--- config.mk ---
export PLATFORM = sky130hd
export DESIGN_NAME = ps2_mouse_packet_flat
export DESIGN_NICKNAME = d
export VERILOG_FILES = /design/src/rtl/ps2_mouse_packet_if.sv /design/src/rtl/ps2_mouse_packet.sv /design/src/flat_wrapper.sv
export SDC_FILE = /design/constraint.sdc
export NUM_CORES = 1
export LEC_CHECK = 0
export BUFFER_PORTS_ARGS = -buffer_cell sky130_fd_sc_hd__buf_4
export CELL_PAD_IN_SITES_DETAIL_PLACEMENT = 1
export CELL_PAD_IN_SITES_GLOBAL_PLACEMENT = 2
export CORE_MARGIN = 1
export CORE_UTILIZATION = 32
export CTS_CLUSTER_DIAMETER = 50
export CTS_CLUSTER_SIZE = 20
export DETAILED_ROUTE_END_ITERATION = 8
export GPL_TIMING_DRIVEN = 0
export MAX_ROUTING_LAYER = met4
export PLACE_DENSITY = 0.72
export SETUP_SLACK_MARGIN = 0.02
export SLEW_MARGIN = 5
export SYNTH_ARGS = -nofsm -noshare
export SYNTH_HDL_FRONTEND = slang
export SYNTH_SLANG_ARGS = --single-unit
--- constraint.sdc ---
create_clock -name clk -period 2.5 [get_ports clk]
set_input_delay 0.25 -clock clk [delete_from_list [all_inputs] [get_ports clk]]
set_output_delay 0.25 -clock clk [all_outputs]
set_load 0.005 [all_outputs]
--- src/rtl/ps2_mouse_packet_if.sv ---
// Byte stream from the PS/2 receiver into the mouse packet decoder.
// The master drives a byte strobe or an error strobe, one cycle each.
interface ps2_mouse_packet_if;
    logic [7:0] rx_data;
    logic       rx_valid;
    logic       rx_err;

    modport master (
        output rx_data,
        output rx_valid,
        output rx_err
    );

    modport slave (
        input rx_data,
        input rx_valid,
        input rx_err
    );
endinterface

--- src/rtl/ps2_mouse_packet.sv ---
// PS/2 stream-mode mouse packet assembler with clamped cursor tracking.
// Resyncs on a bad status sync bit, a receiver error or an inter-byte timeout.
module ps2_mouse_packet #(
    parameter int SCREEN_W    = 640,
    parameter int SCREEN_H    = 480,
    parameter int X_W         = 10,
    parameter int Y_W         = 10,
    parameter int TIMEOUT_CYC = 54000
) (
    input  logic                clk,
    input  logic                rst,
    input  logic                stream_en,
    ps2_mouse_packet_if.slave   rx,
    output logic [X_W-1:0]      pos_x,
    output logic [Y_W-1:0]      pos_y,
    output logic                btn_l,
    output logic                btn_r,
    output logic                btn_m,
    output logic                pkt_valid,
    output logic                sync_err
);

    localparam int AW = ((X_W > Y_W) ? X_W : Y_W) + 2;
    localparam int CW = $clog2(TIMEOUT_CYC + 1);

    localparam logic [CW-1:0]        TO_LAST = CW'(TIMEOUT_CYC - 1);
    localparam logic signed [AW-1:0] X_MAX   = AW'(SCREEN_W - 1);
    localparam logic signed [AW-1:0] Y_MAX   = AW'(SCREEN_H - 1);

    typedef enum logic [1:0] {
        WAIT_B0,
        WAIT_B1,
        WAIT_B2
    } state_t;

    // Bit 3 of the status byte is only a sync marker, so it is not kept.
    typedef struct packed {
        logic       ovf_y;
        logic       ovf_x;
        logic       sgn_y;
        logic       sgn_x;
        logic [2:0] btn;
    } status_t;

    state_t  state;
    state_t  state_nx;
    status_t status_q;
    logic [7:0] xbyte_q;
    logic [CW-1:0] to_cnt;

    logic byte_ok;
    logic timeout;
    logic latch_s;
    logic latch_x;
    logic apply;
    logic err_evt;

    logic signed [AW-1:0] dx;
    logic signed [AW-1:0] dy;
    logic signed [AW-1:0] nx;
    logic signed [AW-1:0] ny;
    logic [X_W-1:0] cx;
    logic [Y_W-1:0] cy;

    assign byte_ok = rx.rx_valid && !rx.rx_err;

    // A byte arriving on the last allowed cycle still belongs to the packet.
    assign timeout = (state != WAIT_B0)
                  && (to_cnt == TO_LAST)
                  && !rx.rx_valid
                  && !rx.rx_err;

    always_ff @(posedge clk) begin
        if (rst) begin
            state <= WAIT_B0;
        end else begin
            state <= state_nx;
        end
    end

    always_comb begin
        state_nx = state;
        if (!stream_en || rx.rx_err || timeout) begin
            state_nx = WAIT_B0;
        end else if (rx.rx_valid) begin
            unique case (state)
                WAIT_B0: if (rx.rx_data[3]) state_nx = WAIT_B1;
                WAIT_B1: state_nx = WAIT_B2;
                WAIT_B2: state_nx = WAIT_B0;
                default: state_nx = WAIT_B0;
            endcase
        end
    end

    always_comb begin
        latch_s = 1'b0;
        latch_x = 1'b0;
        apply   = 1'b0;
        err_evt = 1'b0;
        if (stream_en) begin
            unique case (1'b1)
                rx.rx_err: err_evt = 1'b1;
                timeout:   err_evt = 1'b1;
                byte_ok && (state == WAIT_B0) && rx.rx_data[3]:
                    latch_s = 1'b1;
                byte_ok && (state == WAIT_B0) && !rx.rx_data[3]:
                    err_evt = 1'b1;
                byte_ok && (state == WAIT_B1):
                    latch_x = 1'b1;
                byte_ok && (state == WAIT_B2):
                    apply = 1'b1;
                default: ;
            endcase
        end
    end

    always_ff @(posedge clk) begin
        if (rst || !stream_en || rx.rx_valid || rx.rx_err
            || timeout || (state == WAIT_B0)) begin
            to_cnt <= '0;
        end else begin
            to_cnt <= to_cnt + 1'b1;
        end
    end

    // Y byte is consumed straight off the bus on the apply cycle.
    always_comb begin
        dx = AW'($signed({status_q.sgn_x, xbyte_q}));
        dy = AW'($signed({status_q.sgn_y, rx.rx_data}));
        if (status_q.ovf_x) dx = '0;
        if (status_q.ovf_y) dy = '0;
        nx = $signed({{(AW-X_W){1'b0}}, pos_x}) + dx;
        ny = $signed({{(AW-Y_W){1'b0}}, pos_y}) - dy;
    end

    always_comb begin
        if (nx < 0) begin
            cx = '0;
        end else if (nx > X_MAX) begin
            cx = X_W'(SCREEN_W - 1);
        end else begin
            cx = nx[X_W-1:0];
        end
        if (ny < 0) begin
            cy = '0;
        end else if (ny > Y_MAX) begin
            cy = Y_W'(SCREEN_H - 1);
        end else begin
            cy = ny[Y_W-1:0];
        end
    end

    always_ff @(posedge clk) begin
        if (rst) begin
            status_q  <= '0;
            xbyte_q   <= '0;
            pos_x     <= X_W'(SCREEN_W / 2);
            pos_y     <= Y_W'(SCREEN_H / 2);
            btn_l     <= 1'b0;
            btn_r     <= 1'b0;
            btn_m     <= 1'b0;
            pkt_valid <= 1'b0;
            sync_err  <= 1'b0;
        end else begin
            pkt_valid <= apply;
            sync_err  <= err_evt;
            if (latch_s) begin
                status_q <= '{
                    ovf_y: rx.rx_data[7],
                    ovf_x: rx.rx_data[6],
                    sgn_y: rx.rx_data[5],
                    sgn_x: rx.rx_data[4],
                    btn:   rx.rx_data[2:0]
                };
            end
            if (latch_x) begin
                xbyte_q <= rx.rx_data;
            end
            if (apply) begin
                pos_x <= cx;
                pos_y <= cy;
                btn_l <= status_q.btn[0];
                btn_r <= status_q.btn[1];
                btn_m <= status_q.btn[2];
            end
        end
    end

endmodule

--- src/flat_wrapper.sv ---
// flat-port wrapper written by rule: the top's interface ports become plain ports
module ps2_mouse_packet_flat 
#(
    parameter int SCREEN_W    = 640,
    parameter int SCREEN_H    = 480,
    parameter int X_W         = 10,
    parameter int Y_W         = 10,
    parameter int TIMEOUT_CYC = 54000
)
  (clk, rst, stream_en, pos_x, pos_y, btn_l, btn_r, btn_m, pkt_valid, sync_err, rx_rx_data, rx_rx_valid, rx_rx_err);
  ps2_mouse_packet_if rx_i ();
  input  logic clk;
  input  logic rst;
  input  logic stream_en;
  output logic [X_W-1:0] pos_x;
  output logic [Y_W-1:0] pos_y;
  output logic btn_l;
  output logic btn_r;
  output logic btn_m;
  output logic pkt_valid;
  output logic sync_err;
  input wire logic [$bits(rx_i.rx_data)-1:0] rx_rx_data;
  input wire logic [$bits(rx_i.rx_valid)-1:0] rx_rx_valid;
  input wire logic [$bits(rx_i.rx_err)-1:0] rx_rx_err;
  assign rx_i.rx_data = rx_rx_data;
  assign rx_i.rx_valid = rx_rx_valid;
  assign rx_i.rx_err = rx_rx_err;
  ps2_mouse_packet #(.SCREEN_W(SCREEN_W), .SCREEN_H(SCREEN_H), .X_W(X_W), .Y_W(Y_W), .TIMEOUT_CYC(TIMEOUT_CYC)) u_core (.clk(clk), .rst(rst), .stream_en(stream_en), .rx(rx_i), .pos_x(pos_x), .pos_y(pos_y), .btn_l(btn_l), .btn_r(btn_r), .btn_m(btn_m), .pkt_valid(pkt_valid), .sync_err(sync_err));
endmodule
==> impl_metrics.tcl <==
set metrics [dict create \
    setup_viol 6 \
    tightest_slew_ns 0.819 \
    synth_edf_count 0 \
    clockBufferDepth 2 \
    hold_violations 0 \
    dp_cells 588 \
    gr-total-overflow 0 \
    fp.dieArea_sq_mm 0.0116 \
    yosys.area_share.adder 0.0956 \
    critPathArrivalTime_ns 2.73 \
    hp-class "input pin to flip-flop" \
    slew_violations 0 \
    synth_cell_types 65 \
    path_cells "buf_6 -> nand2b_1 -> ha_4 -> nand3_1 -> o221ai_4 -> a41oi_2 -> mux2i_1 -> mux2_4 -> a21oi_4 -> a221oi_2" \
    drive_gt1_frac 0.336 \
    outcome "complete, but fails checks" \
    cts_buffers 9 \
    crit_slowest_cell "dfxtp_4" \
    crit_buf_inv 1 \
    syn_area_per_cell_sq_um 8.62 \
    cts_num_sinks 58 \
    dp_hpwl_mm 7.32 \
    grt_pass1_vias 3359 \
    period_share 1.02 \
    final_util 0.457 \
    drt-initial-drc-count 68 \
    pin_count 38 \
    required_ns 2.69 \
    grt_pass1_wl_mm 17.0 \
    cp_max_fo 6 \
    final_cells 637 \
    synth_top_family_by_area "simple AND/OR/NAND/NOR gates" \
    skew_ns 0.0149 \
    cts.root.buffer_cell "clkbuf_8" \
    tns_ns -0.177 \
    synth_compound_area_frac 0.188 \
    drt_wl_total_mm 10.5 \
    antenna_found_initial 0 \
    drv_cap 0 \
    clkTransAtPathRegs_ns 0.08 \
    die_h_um 107 \
    synth_flop_cell "dfxtp_1" \
    dieWidth_um 107 \
    postSynth.asyncResetShare 0 \
    period_minus_slack_ns 2.54 \
    diodes 0 \
    synth_nets 452 \
    clkLatencyLatePin_ns 0.35 \
    netlist_area_sq_mm 0.00356 \
    gp_congestion 0.826 \
    start_util 0.328 \
    cp-end-kind "flip-flop" \
    critical_path.top_delay_family "compound AO/OA/AOI/OAI gates" \
    row_count 38 \
    slowest_delay_ns 0.39 \
    synthTopCellsByArea "dfxtp_1 (33%), ha_1 (8.4%), nor2_1 (5.7%), mux2i_1 (4.5%), xnor2_1 (3.7%)" \
    finalInstanceArea_sq_mm 0.00496 \
    final_antenna_net_count 0 \
    peakVddDrop_uv 325 \
    p_per_area_mw_per_mm2 425 \
    layout_setup_ws_ns -0.0398 \
    area_delta_synth_final_pct 39.2 \
    core-area_sq_mm 0.0108 \
    vias 3209 \
    max_freq_mhz 394 \
    violations "setup timing" \
    ys_seq_area_frac 0.326 \
    wl_per_cell_um 16.5 \
    ys_seq_elements 58 \
    grt_setup_unrepaired "yes" \
    synthXorXnorAreaFrac 0.0713 \
    p_leak_nw 1.88 \
    synthCells 413 \
    dr.pass1.iters 4 \
    viasPerCell 5.04 \
    synth_area_leader_cell "dfxtp_1" \
    layout.nets 531 \
    yosys.area_share.simple 0.214 \
    netlist.area_leader.share 0.326 \
    muxShareOfSynthArea 0.0682 \
    grt_usage 0.196 \
    dpl_cell_area_sq_mm 0.00400 \
    critical_path_class "flip-flop to flip-flop" \
    cts_tree "yes" \
    htreeDepth 3 \
    cts_hold_buf 0 \
    grt_start_max_net_pins 13 \
    port_buffers 35 \
    synth_warnings 0 \
    slew_headroom 0.453 \
    cp-start-kind "flip-flop" \
    drc 0 \
]
per-stage QoR:
stage / setup WS (ns) / hold slack, ns / power [W]
final: -0.0398 / 0.172 / 0.00211
after global routing: -0.179 / 0.157 / 0.00220
after CTS: -0.0206 / 0.162 / 0.00210
after detailed placement: -0.588 / 0.450 / 0.00114
after global placement: -0.540 / 0.430 / 0.00113
after floorplan: -0.0415 / 0.394 / 0.00108
cell usage after synthesis, types with 4 or more instances:
| cell | instances |
|---|---|
| a21o_1 | 5 |
| a21oi_1 | 26 |
| clkbuf_1 | 9 |
| dfxtp_1 | 58 |
| ha_1 | 24 |
| inv_1 | 19 |
| mux2i_1 | 16 |
| nand2_1 | 30 |
| nand2b_1 | 11 |
| nand3_1 | 13 |
| nor2_1 | 54 |
| nor2b_1 | 14 |
| nor3_1 | 7 |
| o21a_1 | 4 |
| o21ai_0 | 16 |
| o21bai_1 | 6 |
| xnor2_1 | 15 |
| xor2_1 | 14 |
worst paths after layout:
kind	startpoint	end	slack, ns	depth (start not counted)
worst min-delay path	stream_en	u_core.sync_err	0.17	2
worst min register to register	u_core.to_cnt[0]	u_core.to_cnt[0]	0.46	1
worst max-delay path	u_core.status_q[6]	u_core.pos_y[2]	-0.04	10
worst max register to register	u_core.status_q[6]	u_core.pos_y[2]	-0.04	10
worst register-to-register path, stage by stage (launching register included):
cell,delay (ns)
dfxtp_4,0.39
buf_6,0.13
nand2b_1,0.17
ha_4,0.30
nand3_1,0.14
o221ai_4,0.28
a41oi_2,0.16
mux2i_1,0.15
mux2_4,0.30
a21oi_4,0.27
a221oi_2,0.09
sequential cells by signal (all words and copies together), names as in the netlist:
name and count:
u_core.btn_r 1, u_core.pos_y 10, u_core.status_q 7, u_core.xbyte_q 8
u_core.btn_m 1, u_core.btn_l 1, u_core.pos_x 10, u_core.to_cnt 16
u_core.sync_err 1, u_core.state 2, u_core.pkt_valid 1
timing repair:
item                                    4_1_cts  5_1_grt
gates resized for setup                      71       33
setup buffers                                22       14
pin swaps                                    33       20
endpoints found under the hold margin         0        0
endpoints found under the setup margin       19       19
layout make-up:
cell class / count / area (sq um)
Buffer: 13 / 80.1
Clock buffer: 9 / 124
Clock inverter: 7 / 78.8
Fill cell: 1256 / 5880
Inverter: 19 / 71.3
Multi-Input combinational cell: 322 / 2720
Sequential cell: 58 / 1170
Tap cell: 140 / 175
Timing Repair Buffer: 69 / 538
routing by layer:
metal	vias to the layer above	global-route usage	part of all wire	wire length, um
met2	43	0.309	0.47	4910
li1	1601	-	-	-
met3	12	0.0345	0.024	249
met1	1553	0.261	0.50	5220
met5	-	-	0	0
met4	0	0.0489	0.013	138
cell usage in the layout, fill, tap and decap left out, types with 9 or more instances in the layout:
cell type  instances
mux2i_1           16
xor2_1            13
dfxtp_1           55
inv_1             17
nor2_1            53
buf_4             66
a21oi_1           19
ha_1              11
o21ai_1            9
clkbuf_8          10
nand3_1           12
nand2_1           29
ha_4              11
xnor2_1           13
power by group:
| part | internal [W] | leakage, nW | switching [W] |
|---|---|---|---|
| clock | 0.000467 | 0.0921 | 0.000463 |
| combinational | 0.000115 | 1.32 | 0.000135 |
| sequential | 0.000925 | 0.470 | 0.00000393 |
logic make-up after synthesis:
| kind of cell | count (synthesis) |
|---|---|
| AND/OR/NAND/NOR | 154 |
| AO/OA/AOI/OAI | 92 |
| buffers and inverters | 33 |
| multiplexers | 21 |
| adder cells (fa/ha/maj) | 26 |
| flip-flops | 58 |
| XOR/XNOR | 29 |
Power figures use the tool's default switching activity.
